$ cat src/rtl/hvsync_decoder_pkg.sv
// Shared definitions for the VGA sync decoder: counter widths, lock FSM states
// and the default timing constants it has in common with the sync generator.
package hvsync_decoder_pkg;

   localparam int unsigned H_CNT_W   = 11;
   localparam int unsigned V_CNT_W   = 10;
   localparam int unsigned PIX_Y_W   = 9;
   localparam int unsigned MATCH_W   = 8;
   localparam int unsigned ERR_CNT_W = 8;

   localparam int unsigned H_ACTIVE_START_DEF = 96;
   localparam int unsigned H_ACTIVE_DEF       = 1280;
   localparam int unsigned V_ACTIVE_START_DEF = 12;
   localparam int unsigned V_ACTIVE_DEF       = 480;
   localparam int unsigned LOCK_LINES_DEF     = 4;

   typedef enum logic [1:0] {
      SEARCH = 2'd0,
      TRACK  = 2'd1,
      LOCKED = 2'd2
   } lock_state_e;

   function automatic logic [H_CNT_W-1:0] sat_inc_h(input logic [H_CNT_W-1:0] v);
      return (&v) ? v : v + H_CNT_W'(1);
   endfunction

   function automatic logic [V_CNT_W-1:0] sat_inc_v(input logic [V_CNT_W-1:0] v);
      return (&v) ? v : v + V_CNT_W'(1);
   endfunction

endpackage

$ cat src/rtl/hvsync_decoder_edge_sync.sv
// Two-flop synchronizer for an active-low sync input followed by a registered
// falling-edge detector; the event appears three clocks after the input falls.
module hvsync_edge_sync (
   input  logic clk,
   input  logic rst_n,
   input  logic sync_in,
   output logic fall_evt
);

   // [0],[1] synchronize, [2] holds the previous synchronized value
   logic [2:0] sync_q, sync_d;
   logic       evt_q, evt_d;

   always_comb begin
      sync_d = {sync_q[1:0], sync_in};
      evt_d  = sync_q[2] & ~sync_q[1];
   end

   always_ff @(posedge clk or negedge rst_n) begin
      if (!rst_n) begin
         sync_q <= '1;
         evt_q  <= 1'b0;
      end else begin
         sync_q <= sync_d;
         evt_q  <= evt_d;
      end
   end

   assign fall_evt = evt_q;

endmodule

$ cat src/rtl/hvsync_decoder.sv
// Recovers pixel position, line/frame length and lock status from an external
// active-low hsync/vsync pair. Define HVSYNC_DEC_ERRCNT_EN to build the err_cnt counter.
module hvsync_decoder
   import hvsync_decoder_pkg::*;
#(
   parameter int unsigned H_ACTIVE_START = H_ACTIVE_START_DEF,
   parameter int unsigned H_ACTIVE       = H_ACTIVE_DEF,
   parameter int unsigned V_ACTIVE_START = V_ACTIVE_START_DEF,
   parameter int unsigned V_ACTIVE       = V_ACTIVE_DEF,
   parameter int unsigned LOCK_LINES     = LOCK_LINES_DEF
)(
   input  logic                 clk,
   input  logic                 rst_n,
   input  logic                 vga_h_sync,
   input  logic                 vga_v_sync,
   output logic [H_CNT_W-1:0]   pix_x,
   output logic [PIX_Y_W-1:0]   pix_y,
   output logic                 in_display,
   output logic                 locked,
   output logic [H_CNT_W-1:0]   line_len,
   output logic [V_CNT_W-1:0]   frame_len,
   output logic                 sync_err,
   output logic [ERR_CNT_W-1:0] err_cnt
);

   logic h_evt, v_evt;

   hvsync_edge_sync u_h_sync (
      .clk      (clk),
      .rst_n    (rst_n),
      .sync_in  (vga_h_sync),
      .fall_evt (h_evt)
   );

   hvsync_edge_sync u_v_sync (
      .clk      (clk),
      .rst_n    (rst_n),
      .sync_in  (vga_v_sync),
      .fall_evt (v_evt)
   );

   logic [H_CNT_W-1:0] h_cnt_q, h_cnt_d;
   logic [V_CNT_W-1:0] v_cnt_q, v_cnt_d;
   logic [H_CNT_W-1:0] line_len_q, line_len_d;
   logic [V_CNT_W-1:0] frame_len_q, frame_len_d;
   logic [MATCH_W-1:0] match_q, match_d;
   lock_state_e        state_q, state_d;
   logic               sync_err_q, sync_err_d;
   logic               in_display_q, in_display_d;
   logic [H_CNT_W-1:0] pix_x_q, pix_x_d;
   logic [PIX_Y_W-1:0] pix_y_q, pix_y_d;

   logic [H_CNT_W-1:0] new_len;
   logic [31:0]        h_ext, v_ext;
   logic               h_win, v_win;

   assign locked = (state_q == LOCKED);

   always_comb begin
      new_len = sat_inc_h(h_cnt_q);
      h_ext   = 32'(h_cnt_q);
      v_ext   = 32'(v_cnt_q);
      h_win   = (h_ext >= H_ACTIVE_START) && (h_ext < H_ACTIVE_START + H_ACTIVE);
      v_win   = (v_ext >= V_ACTIVE_START) && (v_ext < V_ACTIVE_START + V_ACTIVE);

      h_cnt_d    = h_evt ? '0 : sat_inc_h(h_cnt_q);
      line_len_d = h_evt ? new_len : line_len_q;

      // vsync takes precedence when both events land in the same cycle
      v_cnt_d     = v_cnt_q;
      frame_len_d = frame_len_q;
      if (v_evt) begin
         v_cnt_d     = '0;
         frame_len_d = sat_inc_v(v_cnt_q);
      end else if (h_evt) begin
         v_cnt_d = sat_inc_v(v_cnt_q);
      end

      state_d    = state_q;
      match_d    = match_q;
      sync_err_d = 1'b0;
      case (state_q)
         SEARCH: begin
            if (h_evt) begin
               state_d = TRACK;
               match_d = '0;
            end
         end
         TRACK: begin
            if (h_evt) begin
               match_d = (new_len == line_len_q) ?
                         ((&match_q) ? match_q : match_q + MATCH_W'(1)) : '0;
            end
            if (v_evt && (32'(match_q) >= LOCK_LINES)) state_d = LOCKED;
         end
         LOCKED: begin
            if ((h_evt && (new_len != line_len_q)) || (&h_cnt_q) || (&v_cnt_q)) begin
               state_d    = SEARCH;
               match_d    = '0;
               sync_err_d = 1'b1;
            end
         end
         default: state_d = SEARCH;
      endcase

      in_display_d = locked && h_win && v_win;
      pix_x_d      = in_display_d ? (h_cnt_q - H_CNT_W'(H_ACTIVE_START)) : '0;
      pix_y_d      = in_display_d ? PIX_Y_W'(v_cnt_q - V_CNT_W'(V_ACTIVE_START)) : '0;
   end

   always_ff @(posedge clk or negedge rst_n) begin
      if (!rst_n) begin
         h_cnt_q      <= '0;
         v_cnt_q      <= '0;
         line_len_q   <= '0;
         frame_len_q  <= '0;
         match_q      <= '0;
         state_q      <= SEARCH;
         sync_err_q   <= 1'b0;
         in_display_q <= 1'b0;
         pix_x_q      <= '0;
         pix_y_q      <= '0;
      end else begin
         h_cnt_q      <= h_cnt_d;
         v_cnt_q      <= v_cnt_d;
         line_len_q   <= line_len_d;
         frame_len_q  <= frame_len_d;
         match_q      <= match_d;
         state_q      <= state_d;
         sync_err_q   <= sync_err_d;
         in_display_q <= in_display_d;
         pix_x_q      <= pix_x_d;
         pix_y_q      <= pix_y_d;
      end
   end

   assign pix_x      = pix_x_q;
   assign pix_y      = pix_y_q;
   assign in_display = in_display_q;
   assign line_len   = line_len_q;
   assign frame_len  = frame_len_q;
   assign sync_err   = sync_err_q;

`ifdef HVSYNC_DEC_ERRCNT_EN
   logic [ERR_CNT_W-1:0] err_cnt_q, err_cnt_d;

   always_comb begin
      err_cnt_d = (sync_err_d && !(&err_cnt_q)) ? err_cnt_q + ERR_CNT_W'(1) : err_cnt_q;
   end

   always_ff @(posedge clk or negedge rst_n) begin
      if (!rst_n) err_cnt_q <= '0;
      else        err_cnt_q <= err_cnt_d;
   end

   assign err_cnt = err_cnt_q;
`else
   assign err_cnt = '0;
`endif

endmodule

$ cat config.mk
export PLATFORM = sky130hd
export DESIGN_NAME = hvsync_decoder
export DESIGN_NICKNAME = d
export VERILOG_FILES = /design/src/rtl/hvsync_decoder_pkg.sv /design/src/rtl/hvsync_decoder_edge_sync.sv /design/src/rtl/hvsync_decoder.sv
export SDC_FILE = /design/constraint.sdc
export NUM_CORES = 1
export LEC_CHECK = 0
export CAP_MARGIN = 20
export CELL_PAD_IN_SITES_DETAIL_PLACEMENT = 1
export CELL_PAD_IN_SITES_GLOBAL_PLACEMENT = 1
export CORE_ASPECT_RATIO = 1.5
export CORE_MARGIN = 4
export CORE_UTILIZATION = 39
export DETAILED_ROUTE_END_ITERATION = 10
export GPL_TIMING_DRIVEN = 0
export HOLD_SLACK_MARGIN = 0.1
export PLACE_DENSITY = 0.85
export REMOVE_ABC_BUFFERS = 1
export SLEW_MARGIN = 30
export SYNTH_ARGS = -nofsm -noshare
export SYNTH_HDL_FRONTEND = slang
export SYNTH_SLANG_ARGS = --single-unit
$ cat constraint.sdc
create_clock -name clk -period 2.5 [get_ports clk]
set_clock_uncertainty 0.15 [all_clocks]
set_input_delay 0.375 -clock clk [delete_from_list [all_inputs] [get_ports clk]]
set_output_delay 0.375 -clock clk [all_outputs]
set_load 0.1 [all_outputs]
# Word level (Yosys, flattened, before mapping)
# Cells that the tools add are included.
classes:
  shifts: 0
  reduce_logical: 16
  n_mux: 19
  div_mod_pow: 0
  n_eq_ne: 9
  add_sub_neg: 5
  n_bitwise: 4
  magnitude_cmp: 5
  multipliers: 0
ops:
  columns: ["op", "count"]
  rows:
  - ["2-to-1 mux 8 bit", 5]
  - ["2-to-1 mux 11 bit", 3]
  - ["2-to-1 mux 10 bit", 3]
  - ["one-hot mux 8 bit (3 select lines)", 1]
  - ["adder 11 x 1 -> 11 bit, second input constant", 1]
  - ["== test 11 bit", 1]
  - [">= comparator 11 x 7 -> 1 bit, second input constant", 1]
  - ["< comparator 11 bit, second input constant", 1]
  - ["inequality test 11 bit", 1]
  - ["AND reduction 11 bit", 1]
  - ["subtractor 11 x 7 -> 11 bit, second input constant", 1]
  - ["adder 10 x 1 -> 10 bit, second input constant", 1]
  - [">= comparator 10 x 4 -> 1 bit, second input constant", 1]
  - ["< comparator 10 x 9 -> 1 bit, second input constant", 1]
  - ["AND reduction 10 bit", 1]
  - ["2-to-1 mux 9 bit", 1]
  - ["subtractor 9 x 4 -> 9 bit, second input constant", 1]
  - ["adder 8 x 1 -> 8 bit, second input constant", 1]
  - [">= comparator 8 x 3 -> 1 bit, second input constant", 1]
  - ["AND reduction 8 bit", 1]
  - ["logical AND 1 bit", 6]
  - ["2-to-1 mux 2 bit", 3]
  - ["inequality test 2 x 1 -> 1 bit, second input constant", 3]
  - ["one-hot mux 2 bit (3 select lines)", 1]
  - ["13 further kinds", 17]
word_totals:
  register_bits: 82
  ramBits: 0
  latch_bits: 0
  elab_cells: 72
  romBits: 0
  out_inout_bits: 52
  mem_count: 0

# Logic depth before layout (Yosys ltp)
# Gate-level depths: netlist of the first run.
logic_depth:
  ltp_word: 8
  ltp_mapped: 11
  ltp_nobuf: 9

# By module
# From an unflattened synthesis of the first run, not the netlist that was laid out.
unflattened:
  hier_cells: 433
  area_unflattened_um2: 4184.0
by_module_without_submodules:
  columns: ["mod", "cells_per_inst", "area_per_inst_um2", "n_inst"]
  rows:
  - ["hvsync_decoder", 423, 3948.8, 1]
  - ["hvsync_edge_sync", 5, 117.6, 2]

# Worst setup path before layout of the first run
# Ideal clock, no wire load.
synth_path:
  path_type: "reg-to-reg"
  start: "register line_len_q[2], in the netlist line_len[2]"
  end: "register match_q[4]"
  slack_ns: -0.315
  required_ns: 2.214
  t_arrival_ns: 2.529
  path_buffers: 0
  stages_incl_launch_ff: 9
  setup_time_ns: 0.136
  cell_sequence: "dfrtp_1 xnor2_1 a21oi_1 o221a_2 o2111ai_1 nor4_4 o21ai_2 a41oi_1 a21oi_1"
synth_via:
  elab_chain_len: 6
  elab_cells_between_ends: 11
  classes_between: "4 x eq/ne; 3 x mux; 4 x reduce/logical"
synth_lines:
  columns: ["element", "line_no", "source"]
  rows:
  - ["start: declaration", "hvsync_decoder.sv:44", "logic [H_CNT_W-1:0] line_len_q, line_len_d;"]
  - ["start signal: assignment", "hvsync_decoder.sv:126", "line_len_q <= line_len_d;"]
  - ["inequality test 11 bit", "hvsync_decoder.sv:97", "if ((h_evt && (new_len != line_len_q)) || (&h_cnt_q) || (&v_cnt_q)) begin"]
  - ["logical AND 1 bit", "hvsync_decoder.sv:97", null]
  - ["logical OR 1 bit (2 in series)", "hvsync_decoder.sv:97", null]
  - ["inequality test 2 x 1 -> 1 bit (no source line)", null, null]
  - ["AND reduction 5 bit (no source line)", null, null]
  - ["end signal: assignment", "hvsync_decoder.sv:128", "match_q <= match_d;"]
  - ["end: declaration", "hvsync_decoder.sv:46", "logic [MATCH_W-1:0] match_q, match_d;"]
# Several ways; a longest one is shown, not always the timed one. The select of a mux whose other input is x is not followed.
# A chain may end at the register's enable or synchronous reset.

# Worst setup path after layout of the first run
layout_path:
  start: "register h_cnt_q[1]"
  end: "register match_q[2]"
layout_via:
  elab_chain_len: 8
  elab_cells_between_ends: 14
  classes_between: "1 x add/sub; 4 x eq/ne; 4 x mux; 5 x reduce/logical"
layout_lines:
  columns: ["element", "line_no", "source"]
  rows:
  - ["start: declaration", "hvsync_decoder.sv:42", "logic [H_CNT_W-1:0] h_cnt_q, h_cnt_d;"]
  - ["start signal: assignment", "hvsync_decoder.sv:124", "h_cnt_q <= h_cnt_d;"]
  - ["adder 11 x 1 -> 11 bit / AND reduction 11 bit (equally long branches)", "hvsync_decoder_pkg.sv:24, hvsync_decoder.sv:97", null]
  - ["2-to-1 mux 11 bit", null, null]
  - ["inequality test 11 bit", "hvsync_decoder.sv:97", null]
  - ["logical AND 1 bit", "hvsync_decoder.sv:97", null]
  - ["logical OR 1 bit (2 in series)", "hvsync_decoder.sv:97", null]
  - ["inequality test 2 x 1 -> 1 bit (no source line)", null, null]
  - ["AND reduction 5 bit (no source line)", null, null]
# Several ways; a longest one is shown, not always the timed one. The select of a mux whose other input is x is not followed.

==> metrics.txt, run 1 <==
fin crit share=1.123; maximum clock insertion buffer count=2; Setup CP Type=reg2reg; CORE AREA=between 0.01 and 0.015 mm²; pwr/cell area=roughly 720 mW/mm²; count leader, synth=dfrtp_1; CTS sink cnt=slightly above 80; Synth area leader=dfrtp_1; CP most frequent cell=nand3_4; Synth cell types=slightly above 60; vias per cell=about 5.7; Critical path buffers and inverters=1; top cell type's share of synthesized area=0.4401; Synth Area in Compound Gates=0.1462; DRT antenna net count=0; Crit. End Element=flop; Simple-Gate Fraction of Synth Area=0.1998; Clk pin slew, worst setup/hold paths=roughly 70 ps; Die Area=0.01286 mm²; yosys warns=0; Worst Slack Setup Final=-307.1 ps; Max Cap Viol=0; xor/xnor share of the synthesized area=0.05472; clock latency on the worst-skew pair=~340 ps; Overflow after GRT=0; via count=approximately 3800; Ports=56; cell area after synthesis=about 0.0043 mm²; fraction of layout cells with a size suffix above 1=0.2404; number of buffers created by CTS=9; initial drt markers=234; final max-slew violation count=0; Post-synth EDFFs=0; outcome=finished with violations; GPL Wtd Cong=0.8811; setup total negative slack=-2212 ps; endpoints failing setup=10; #FFs+latches synth=82; DRC Markers=0; syn avg cell area=9.777 µm²; initial antenna violation count=0; list of most frequent post-synthesis cells=dfrtp_1, nor2_1, a21oi_1, inv_1; first-pass GRT wire length=roughly 20000 µm; post-synthesis cell count=between 400 and 500; mux contribution to synthesized area=0.03185; failing checks=setup timing; Max Freq=between 0.3 and 0.4 GHz; post-layout min period=between 2000 and 3000 ps; NumNets Final=between 500 and 600; Synth Flop Type=dfrtp_1; CTS tree=done; Slew @ Worst Pin=approximately 1000 ps; worst hold path class=reg2reg; main combinational cell family by area after synthesis=simple AND/OR/NAND/NOR gates; unrepaired setup endpoints after global routing=true; nature of the critical path startpoint=flop; Layout area overhead=30.78%; Crit path max-delay family=simple AND/OR/NAND/NOR gates; Fin. Hold Viols=0; pin count of the biggest net entering global routing=57; Synth area leaders=dfrtp_1, nor2_1, a21oi_1, dfstp_2, xnor2_1; H-tree levels=3; slew margin rel.=0.3176; total power=roughly 4.1 mW; Total GRT Usage=0.2019; WL/cell=19.80 µm; initial core utilization=0.4037; dpl hpwl=approximately 7500 µm; sequential cell area fraction in the yosys report=0.4765; ANT cells=0; WP data required=between 2000 and 3000 ps; slowest CP cell=dfrtp_2; Post-synth ARST share=1.000; crit path cell chain=ha_4 > and3_4 > nand3_4 > nor3b_1 > a31oi_1 > nor4_4 > buf_6 > nand3_4 > a31o_1 > a21oi_2; drt pass-1 iters=4; Root Buffer=clkbuf_16; # rows=46; Die Wd=93.95 µm; crit-path max FO=9; CP peak stage delay=~430 ps; Fillers=between 1000 and 1500; CP arrival=between 2000 and 3000 ps; IO buf count=47; adder and majority cell fraction of the synthesized area=0.02316; Leak Pwr=2.470 nW; Die Span Y=136.9 µm; Max VDD drop=0.3701 mV; vias in the first global route=a little under 4000; Detailed Route WL=between 10000 and 15000 µm
## area by class of cell
cell class | instances | area (µm²) | area share
clock buffer | 9 | 225.2 | 0.03985
tap | 144 | 180.2 | 0.03188
inverter | 22 | 82.58 | 0.01461
multi-input combinational | 309 | 2158 | 0.3819
timing repair buffer | 91 | 877.1 | 0.1552
sequential | 82 | 2077 | 0.3675
clock inverter | 7 | 51.30 | 0.009077
## registers in the layout, summed over array words and instances, names as in the netlist
register,count
v_cnt_q,10
in_display,1
line_len,11
u_h_sync.fall_evt,1
pix_x,11
sync_err,1
frame_len,10
state_q,2
u_v_sync.fall_evt,1
u_h_sync.sync_q,3
u_v_sync.sync_q,3
match_q,8
pix_y,9
h_cnt_q,11
## report_power, final
part | switching, mW | internal, mW
clock network | 0.564 | 0.678
registers | 0.151 | 1.43
logic | 0.836 | 0.422
total | 1.55 | 2.53
## layer usage
metal	vias to the layer above	track usage	wire length (µm)
li1	1674	-	-
met4	0	0.09799	566
met1	1909	0.2275	4964
met3	45	0.03685	603
met5	-	0	0
met2	136	0.3619	7011
## cells in the final DEF (no fill, tap or decap), types with 7 or more instances in the layout
cell              n
a21oi_1          32
a31oi_1           7
buf_4            35
clkbuf_16         9
clkdlybuf4s50_1  38
conb_1            8
dfrtp_1          62
dfrtp_2          14
inv_1            22
mux2i_1           7
nand2_1          18
nand3_1          18
nand4_1          13
nor2_1           50
nor2b_1           9
o21ai_0          10
xnor2_1          15
xor2_1           11
## worst reg2reg max path, cell delays in order (launching register included)
cell and delay [ps]:
dfrtp_2 430, ha_4 210, and3_4 290, nand3_4 160, nor3b_1 340, a31oi_1 150
nor4_4 330, buf_6 180, nand3_4 150, a31o_1 240, a21oi_2 120
## final timing paths
kind | from | end | slack, ps | cells after the start
max in group asynchronous | rst_n | u_v_sync.sync_q[2]$_DFF_PN1_ | 1280 | 3
worst max register to register | h_cnt_q[1]$_DFF_PN0_ | match_q[2]$_DFFE_PN0P_ | -310 | 10
worst min register to register | u_h_sync.sync_q[0]$_DFF_PN1_ | u_h_sync.sync_q[1]$_DFF_PN1_ | 210 | 0
min in group asynchronous | rst_n | h_cnt_q[2]$_DFF_PN0_ | 310 | 2
worst min-delay path | u_h_sync.sync_q[0]$_DFF_PN1_ | u_h_sync.sync_q[1]$_DFF_PN1_ | 210 | 0
worst max-delay path | h_cnt_q[1]$_DFF_PN0_ | match_q[2]$_DFFE_PN0P_ | -310 | 10
## cell families after synthesis
group / count (synthesis)
AO/OA/AOI/OAI: 94
other: 1
AND/OR/NAND/NOR: 158
adder cells (fa/ha/maj): 8
flip-flops: 82
XOR/XNOR: 27
multiplexers: 13
buffers and inverters: 59
## repair_timing
action	in CTS	in global routing
hold buffers	1	0
resized for setup	49	11
cloned	1	0
endpoints found under the setup margin	51	16
hold endpoints to repair	76	0
buffers inserted	35	6
pin swaps	15	4
## through the flow
stage	cell area (µm²)	setup slack [ps]	util	hold slack, ps	instances
after CTS	5547	-96.85	0.5181	211.7	658
after global routing	5652	-424.1	0.5279	217.8	664
final	5652	-307.1	0.5279	210.3	664
after detailed placement	4842	-825.2	0.4523	112.7	605
after global placement	4792	-1933	0.4476	195.8	603
after floorplan	4141	-315.1	-	-70.59	412
Note: power is estimated with default switching activity, not from simulation.
==> inputs of run 2 (changes only) <==
--- a/config.mk
+++ b/config.mk
@@ -6,7 +6,7 @@
 export NUM_CORES = 1
 export LEC_CHECK = 0
 export CAP_MARGIN = 20
-export CELL_PAD_IN_SITES_DETAIL_PLACEMENT = 1
+export CELL_PAD_IN_SITES_DETAIL_PLACEMENT = 0
 export CELL_PAD_IN_SITES_GLOBAL_PLACEMENT = 1
 export CORE_ASPECT_RATIO = 1.5
 export CORE_MARGIN = 4
==> run 2 against run 1 <==
The run still ends with setup timing left. Sequential share of layout area is essentially flat. Sequential cell count unchanged. Combinational power is 9.5% lower.
==> metrics.txt, run 2 (synthesis results as in run 1) <==
drt pass-1 iters=5 (+1); DRC Markers=0 (unchanged); IO buf count=47 (unchanged); first-pass GRT wire length=16790 µm (-17%); clock latency on the worst-skew pair=340 ps (about the same); Fillers=983 (-19%); pin count of the biggest net entering global routing=57 (unchanged); crit-path max FO=9 (unchanged); outcome=finished with violations; Max VDD drop=0.4069 mV (+9.9%); nature of the critical path startpoint=flop; unrepaired setup endpoints after global routing=true; Layout area overhead=30.86% (about the same); Slew @ Worst Pin=986.9 ps (-35.01 ps); Die Area=0.01286 mm² (unchanged); Ports=56 (unchanged); worst hold path class=reg2reg; slew margin rel.=0.3410 (+0.02338); Detailed Route WL=10340 µm (-21%); CORE AREA=0.01071 mm² (unchanged); Max Cap Viol=0 (unchanged); NumNets Final=525 (-0.38%); Die Span Y=136.9 µm (unchanged); initial core utilization=0.4037 (unchanged); final max-slew violation count=0 (unchanged); commonest non-fill, non-tap cell in the layout=dfrtp_1; Worst Slack Setup Final=-102.2 ps (+204.9 ps); pwr/cell area=715.9 mW/mm² (-0.81%); final core utilization=0.5283 (about the same); vias in the first global route=3346 (-16%); Crit. End Element=flop; Leak Pwr=2.460 nW (-0.43%); Fin. Hold Viols=0 (unchanged); CP peak stage delay=500 ps (+70 ps); WP data required=2640 ps (+20 ps); slowest CP cell=dfrtp_2; hold_ws=206.2 ps (-4.096 ps); ANT cells=0 (unchanged); WL/cell=15.63 µm (-21%); via count=3506 (-6.9%); Post-DP Area=0.004842 mm² (unchanged); total power=4.049 mW (-0.75%); fraction of layout cells with a size suffix above 1=0.2432 (+0.002859); maximum clock insertion buffer count=2 (unchanged); Clk pin slew, worst setup/hold paths=60 ps (about the same); initial drt markers=286 (+22%); Setup CP Type=reg2reg; vias per cell=5.296 (-6.6%); setup total negative slack=-396.4 ps (+1816 ps); initial antenna violation count=0 (unchanged); fin crit share=1.041 (-0.08196); most frequent cells in the layout=dfrtp_1, nor2_1, clkdlybuf4s50_1; GPL Wtd Cong=0.8811 (unchanged); CTS sink cnt=82 (unchanged); crit path cell chain=and4_2 > and3_1 > o221a_2 > o2111ai_2 > nor4_4 > buf_6 > nand3_4 > buf_4 > a21oi_2 > a21o_1; dpl hpwl=6416 µm (-15%); CP arrival=2740 ps (-190 ps); Overflow after GRT=0 (unchanged); number of buffers created by CTS=9 (unchanged); Die Wd=93.95 µm (unchanged); final instance area=0.005655 mm² (about the same); # rows=46 (unchanged); H-tree levels=3 (unchanged); failing checks=setup timing; CTS tree=done; Root Buffer=clkbuf_16; post-layout min period=2602 ps (-204.9 ps); Max Freq=0.3843 GHz (+7.9%); endpoints failing setup=8 (-2); Total GRT Usage=0.1669 (-0.03501); DRT antenna net count=0 (unchanged)
run 2: cell count changes in the layout (fill, tap and decap cells not counted), sizes merged:
cell,delta
dlygate4sd2,-2
buf,-2
clkbuf,+2
clkinv,-1
clkdlybuf4s50,+3
bufinv,+1
clkinvlp,-2
dlymetal6s2s,-1
run 2: final timing paths:
check / cells past startpoint / slack, ps / start / endpoint
min reg2reg: 0 / 210 / u_h_sync.sync_q[0]$_DFF_PN1_ / u_h_sync.sync_q[1]$_DFF_PN1_
min in group asynchronous: 2 / 310 / rst_n / line_len[2]$_DFFE_PN0P_
max: 10 / -100 / h_cnt_q[3]$_DFF_PN0_ / match_q[5]$_DFFE_PN0P_
min: 0 / 210 / u_h_sync.sync_q[0]$_DFF_PN1_ / u_h_sync.sync_q[1]$_DFF_PN1_
max reg2reg: 10 / -100 / h_cnt_q[3]$_DFF_PN0_ / match_q[5]$_DFFE_PN0P_
max in group asynchronous: 3 / 1280 / rst_n / u_h_sync.sync_q[2]$_DFF_PN1_
run 2: critical path, delay by kind of cell (launching register included):
family,cells,cell delay (ps)
AO/OA/AOI/OAI,4,560
flip-flops,1,500
AND/OR/NAND/NOR,4,1010
buffers and inverters,2,320
run 2: layout make-up:
type,count,area [µm²],area share
Inverter,22,82.58,0.01460
Clock buffer,11,242.7,0.04292
Timing Repair Buffer,89,843.3,0.1491
Sequential cell,82,2077,0.3673
Multi-Input combinational cell,309,2168,0.3834
Tap cell,144,180.2,0.03186
Clock inverter,5,61.31,0.01084
run 2: report_power, final:
part | internal (mW) | leakage (nW) | switching, mW | total (mW)
Sequential | 1.43 | 1.06 | 0.137 | 1.57
Clock | 0.808 | 0.151 | 0.534 | 1.34
Combinational | 0.367 | 1.25 | 0.774 | 1.14
run 2: metal layers:
metal | vias to the layer above | global-route usage | routed length (µm)
li1 | 1678 | - | -
met1 | 1694 | 0.2063 | 4214
met5 | - | 0 | 0
met2 | 105 | 0.2702 | 5292
met4 | 0 | 0.08835 | 341
met3 | 29 | 0.03740 | 495
run 2: repair_timing:
action,CTS,global route
endpoints found under the hold margin,76,0
setup buffers,30,9
cloned,1,0
pin swaps,10,6
endpoints found under the setup margin,42,13
gates resized for setup,39,17
hold buffers,1,0
run 2: through the flow:
| step | cells | setup WS (ps) |
|---|---|---|
| after floorplan | 412 | -315.1 |
| after global placement | 603 | -1933 |
| after detailed placement | 605 | -787.0 |
| after CTS | 653 | -35.80 |
| after global routing | 662 | -231.0 |
| final | 662 | -102.2 |
==> edit 1, RTL diff (settings of run 1) <==
Register the output `sync_err` once more, with the module's reset; this adds one clock of latency there. The other outputs are not delayed to match.
--- a/src/rtl/hvsync_decoder.sv
+++ b/src/rtl/hvsync_decoder.sv
@@ -140,5 +140,11 @@
    assign line_len   = line_len_q;
    assign frame_len  = frame_len_q;
-   assign sync_err   = sync_err_q;
+   always_ff @(posedge clk or negedge rst_n) begin
+      if (!rst_n) begin
+         sync_err <= '0;
+      end else begin
+         sync_err <= sync_err_q;
+      end
+   end
 
 `ifdef HVSYNC_DEC_ERRCNT_EN
Behaviour: same outputs for any inputs over 10 cycles, from zero or initial values and one cycle with rst_n low; that may be too few to reach the edited logic, so the function may still have changed.
==> edit 1 against run 1 <==
The run still ends with negative setup slack left; worst setup slack got worse by 0.17 ns; power grew 1.9%; synthesized area is 0.58% higher; die area rose by 0.54%; global-route usage increased by 1.9 points; clock power rose by 4%; non-clock buffer count increased by 21; wire length is 19% higher; sequential cell count increased by 1; via count grew 7.1%; final cell count grew 3.8%; final area grew 3.6%; first-iteration DRC count increased by 10%.
==> edit 1: results (changes against run 1) <==
stage;metric;value;unit;change
run_status;outcome;finished with violations;;
run_status;failed_checks;negative setup slack;;
synthesis;ys_dominant_reg_cell;dfrtp_1;;
synthesis;seq_area_frac_synth;48.0;%;+0.30 points
global_routing;grt_max_degree;55;;-3.5%
global_routing;grt_usage;22.1;%;+1.9 points
setup_path;r2r-start;h_cnt_q[0]$_DFF_PN0_;;
synthesis;synth_xor_area_share;5.44;%;-0.032 points
sta;fin_hold_ws;0.207;ns;-0.00351 ns
pwr;leakage;2.63;nW;+6.4%
global_routing;grtUsageMet2;40.4;%;+4.2 points
pwr;p_int;2.54;mW;+0.37%
placement;gp_congestion;0.840;;-4.6%
sta;slew_headroom;33.7;%;+1.9 points
drt;dr.pass1.iters;5;;+1
global_routing;use_met1;24.0;%;+1.2 points
drt;viasPerCell;5.85;;+3.2%
synthesis;synth-compound-area-share;14.5;%;-0.084 points
sta;fin_ws;-0.477;ns;-0.170 ns
drt;drtIter0Drc;258;;+10%
synthesis;synth_common_cells;77 x dfrtp_1, 52 x nor2_1, 35 x a21oi_1;;
global_routing;grt_pass1_wl;22200;um;+9.0%
cts;clk_path_buf_depth;2;;unchanged
placement;dpl.hpwl;7640;um;+1.9%
setup_path;path_max_fanout;8;;-1
pwr;vdd_drop_max;448;uV;+21%
placement;placed_area;4870;um^2;+0.59%
synthesis;synthMuxAreaShare;3.17;%;-0.018 points
finish;num-nets-final;549;;+4.2%
synthesis;synth_area_leaders;dfrtp_1 44%, nor2_1 4.5%, a21oi_1 4.0%;;
synthesis;synth_adder_area_share;2.30;%;-0.013 points
sta;setup_viol;12;;+2
global_routing;grt_pass1_vias;4208;;+6.0%
## edit 1: worst max path at each step
stage	start	cells past startpoint	slack, ns	end
after floorplan	line_len[2]$_DFFE_PN0P_	8	-0.32	match_q[4]$_DFFE_PN0P_
after global placement	rst_n	1	-1.95	pix_x[1]$_DFF_PN0_
after detailed placement	h_cnt_q[0]$_DFF_PN0_	9	-0.89	match_q[4]$_DFFE_PN0P_
after CTS	h_cnt_q[6]$_DFF_PN0_	10	-0.20	match_q[2]$_DFFE_PN0P_
after global routing	h_cnt_q[0]$_DFF_PN0_	10	-0.50	match_q[4]$_DFFE_PN0P_
final	h_cnt_q[0]$_DFF_PN0_	10	-0.48	match_q[2]$_DFFE_PN0P_
## edit 1: power groups by stage
stage	Combinational [mW]	Sequential, mW	Clock (mW)
after floorplan	0.376	1.94	0
after global placement	0.939	1.61	0
after detailed placement	0.983	1.62	0
after CTS	1.14	1.58	1.30
after global routing	1.31	1.61	1.38
final	1.27	1.60	1.29
## edit 1: timing repair
| item | CTS | global route |
|---|---|---|
| resized for setup | 40 | 23 |
| gates cloned | 1 | 0 |
| setup buffers | 42 | 20 |
| hold buffers | 1 | 0 |
| pin swaps | 13 | 13 |
| endpoints found under the setup margin | 48 | 20 |
| endpoints found under the hold margin | 77 | 0 |
## edit 1: final cells by class
type	instances	area (um^2)
clock buffers	9	225
clock inverters	7	56.3
fillers	1228	5140
inverters	22	82.6
multi-input cells	309	2180
flip-flops and latches	83	2100
well taps	147	184
repair buffers	112	1030
## edit 1: cells by family (layout without fill, tap and decap cells)
| logic type | count (synthesis) | after routing |
|---|---|---|
| xor+xnor | 27 | 27 |
| buf+inv | 59 | 150 |
| compound gates | 94 | 94 |
| mux | 13 | 13 |
| simple gates | 158 | 159 |
| flops | 83 | 83 |
| fa+ha+maj | 8 | 8 |
| other cells | 1 | 8 |
## edit 1: stage by stage
| stage | util, % | worst slack, ns | TNS (ns) | instances |
|---|---|---|---|---|
| after detailed placement | 44.3 | -0.894 | -16.21 | 609 |
| after global routing | 53.3 | -0.500 | -4.82 | 689 |
| after floorplan | - | -0.315 | -2.09 | 413 |
| after CTS | 51.1 | -0.197 | -1.13 | 669 |
| final | 53.3 | -0.477 | -4.24 | 689 |
| after global placement | 43.8 | -1.95 | -168.07 | 607 |
## edit 1: per-layer routing
metal	vias up	routed length (um)
li1	1723	-
met1	2069	5760
met2	184	8310
met3	56	825
met4	0	687
met5	-	0
## edit 1: critical path: stages, from the launching register on
cell and delay [ns]:
dfrtp_2 0.43, ha_4 0.22, nand3_4 0.15, o311a_1 0.39
a21oi_1 0.25, o2111ai_2 0.25, nor4_4 0.38, buf_4 0.21
nand3_4 0.13, a31o_1 0.23, a21oi_2 0.11
==> edit 2, RTL diff (flow settings as in run 1) <==
Without the edit above. Add a define of `HVSYNC_DEC_ERRCNT_EN`.
--- a/src/rtl/hvsync_decoder.sv
+++ b/src/rtl/hvsync_decoder.sv
@@ -1,4 +1,6 @@
 // Recovers pixel position, line/frame length and lock status from an external
 // active-low hsync/vsync pair. Define HVSYNC_DEC_ERRCNT_EN to build the err_cnt counter.
+`define HVSYNC_DEC_ERRCNT_EN
+
 module hvsync_decoder
    import hvsync_decoder_pkg::*;
Behaviour: same outputs for any inputs over 10 cycles, from zero or initial values and one cycle with rst_n low; that may be too few to reach the edited logic, so the function may still have changed.
==> edit 2 against run 1 <==
The flow still finishes with violations (negative setup slack); wire length rose by 28%; worst setup slack got worse by 0.36 ns; power rose by 12%; combinational power rose by 10%; utilization rose by 3.5 points; synthesized area rose by 4.4%; final cell count rose by 8.6%; final area rose by 11%; via count rose by 14%; sequential cell count rose by 8; largest cell class unchanged.
==> edit 2: results (changes against run 1) <==
stage;metric;value;unit;change
run_status;outcome;finished with violations;;
run_status;failed_checks;negative setup slack;;
global_routing;grt_usage;24.1;%;+3.9 points
synthesis;postSynthCellCount;474;;+7.2%
finish;drive_above_1_share;25.8;%;+1.7 points
placement;gp_congestion;0.858;;-2.7%
setup_path;path_max_fanout;8;;-1
cts;ctsHtreeMaxLevel;3;;unchanged
pwr;combPwrFrac;30.3;%;-0.5 points
synthesis;synth_cell_types;51;;-18%
global_routing;grt_max_degree;59;;+3.5%
placement;dpl.hpwl;8410;um;+12%
setup_path;r2r_cells;9;;-1
drt;drtIter0Drc;277;;+18%
pwr;vdd_drop_max;419;uV;+13%
pwr;leakage;2.85;nW;+15%
sta;fin_setup_tns;-10.18;ns;-7.97 ns
synthesis;synth_warnings;0;;unchanged
drt;vias;4283;;+14%
cts;root_buffer;clkbuf_16;;
worst_hold_path;hp-class;reg2reg;;
global_routing;antenna_found_initial;0;;unchanged
sta;slew_headroom;32.8;%;+1.0 points
finish;finalNonFillerCells;721;;+8.6%
pwr;sequentialPowerShare;38.6;%;about the same
finish;n_antenna_cell;0;;unchanged
placement;port_buffers;55;;+17%
worst_hold_path;min_path_cells;0;;unchanged
drt;dr.pass1.iters;5;;+1
placement;placed_area;5160;um^2;+6.5%
setup_path;critPathSlowestCell;or4_4;;
sta;setup_viol;18;;+8
synthesis;synth_common_cells;84 x dfrtp_1, 66 x nor2_1, 28 x nand2_1;;
placement;post-place-cells;649;;+7.3%
synthesis;seq_area_frac_synth;50.1;%;+2.4 points
cts;clkSlewWorstSetupHoldPaths;0.07;ns;about the same
global_routing;grt_pass1_vias;4483;;+13%
setup_path;worstSetupEndpoint;match_q[7]$_DFFE_PN0P_;;
pwr;switching_share;37.5;%;-0.55 points
sta;fin_ws;-0.671;ns;-0.364 ns
sta;hold_viol_final;0;;unchanged
setup_path;crit_start;h_cnt_q[6]$_DFF_PN0_;;
drt;wl_per_cell;23.4;um;+18%
setup_path;worstPathArrival;3.26;ns;+0.33 ns
placement;pre_cts_slack;-1.44;ns;-0.618 ns
finish;num-nets-final;582;;+10%
pwr;power.density;726;nW/um^2;+0.61%
cts;numCtsBuffers;9;;unchanged
cts;insertion_delay;0.36;ns;+0.02 ns
setup_path;critPathMaxStageDelay;0.56;ns;+0.13 ns
setup_path;reg2reg_to;match_q[7]$_DFFE_PN0P_;;
setup_path;worstSetupEndpointType;flip-flop;;
global_routing;grt_pass1_wl;24700;um;+22%
synthesis;synth_area_leaders;dfrtp_1 47%, nor2_1 5.5%, xnor2_1 4.1%;;
-- edit 2: per-layer routing --
metal  share of wire [%]  wire length [um]  up-vias  track usage, %
li1                    -                 -     1832               -
met1                  36              6010     2156            26.2
met2                  53              8910      220            42.6
met3                 5.6               942       75            4.27
met4                 5.8               972        0            13.9
met5                   0                 0        -               0
-- edit 2: worst min path at each step --
stage	slack, ns	from	endpoint
final	0.21	u_h_sync.sync_q[0]$_DFF_PN1_	u_h_sync.sync_q[1]$_DFF_PN1_
after global routing	0.21	u_h_sync.sync_q[0]$_DFF_PN1_	u_h_sync.sync_q[1]$_DFF_PN1_
after CTS	0.21	u_h_sync.sync_q[0]$_DFF_PN1_	u_h_sync.sync_q[1]$_DFF_PN1_
after detailed placement	0.13	rst_n	line_len[5]$_DFFE_PN0P_
after global placement	0.20	u_h_sync.sync_q[0]$_DFF_PN1_	u_h_sync.sync_q[1]$_DFF_PN1_
after floorplan	-0.07	rst_n	err_cnt[0]$_DFFE_PN0P_
-- edit 2: logic make-up after synthesis --
logic type	share of synthesized area (%)
xor gates and xnor gates	6.99
muxes	2.61
and+or+nand+nor	21.6
DFF	50.1
AOI/OAI and AO/OA	11.9
adders and majority gates	2.50
buffers and inverters	4.30
-- edit 2: repair_timing --
item / CTS / global route
endpoints found under the hold margin: 32 / 0
gates cloned: 1 / 0
hold buffers: 1 / 0
resized for setup: 74 / 33
pin swaps: 14 / 14
setup endpoints to repair: 61 / 46
setup buffers: 39 / 15
-- edit 2: layout make-up --
| class | count | area [um^2] |
|---|---|---|
| fill | 1218 | 4880 |
| multi-input combinational | 337 | 2420 |
| sequential | 90 | 2280 |
| timing repair buffer | 111 | 1030 |
| clock buffer | 13 | 260 |
| tap | 147 | 184 |
| inverter | 20 | 78.8 |
| clock inverter | 3 | 40.0 |
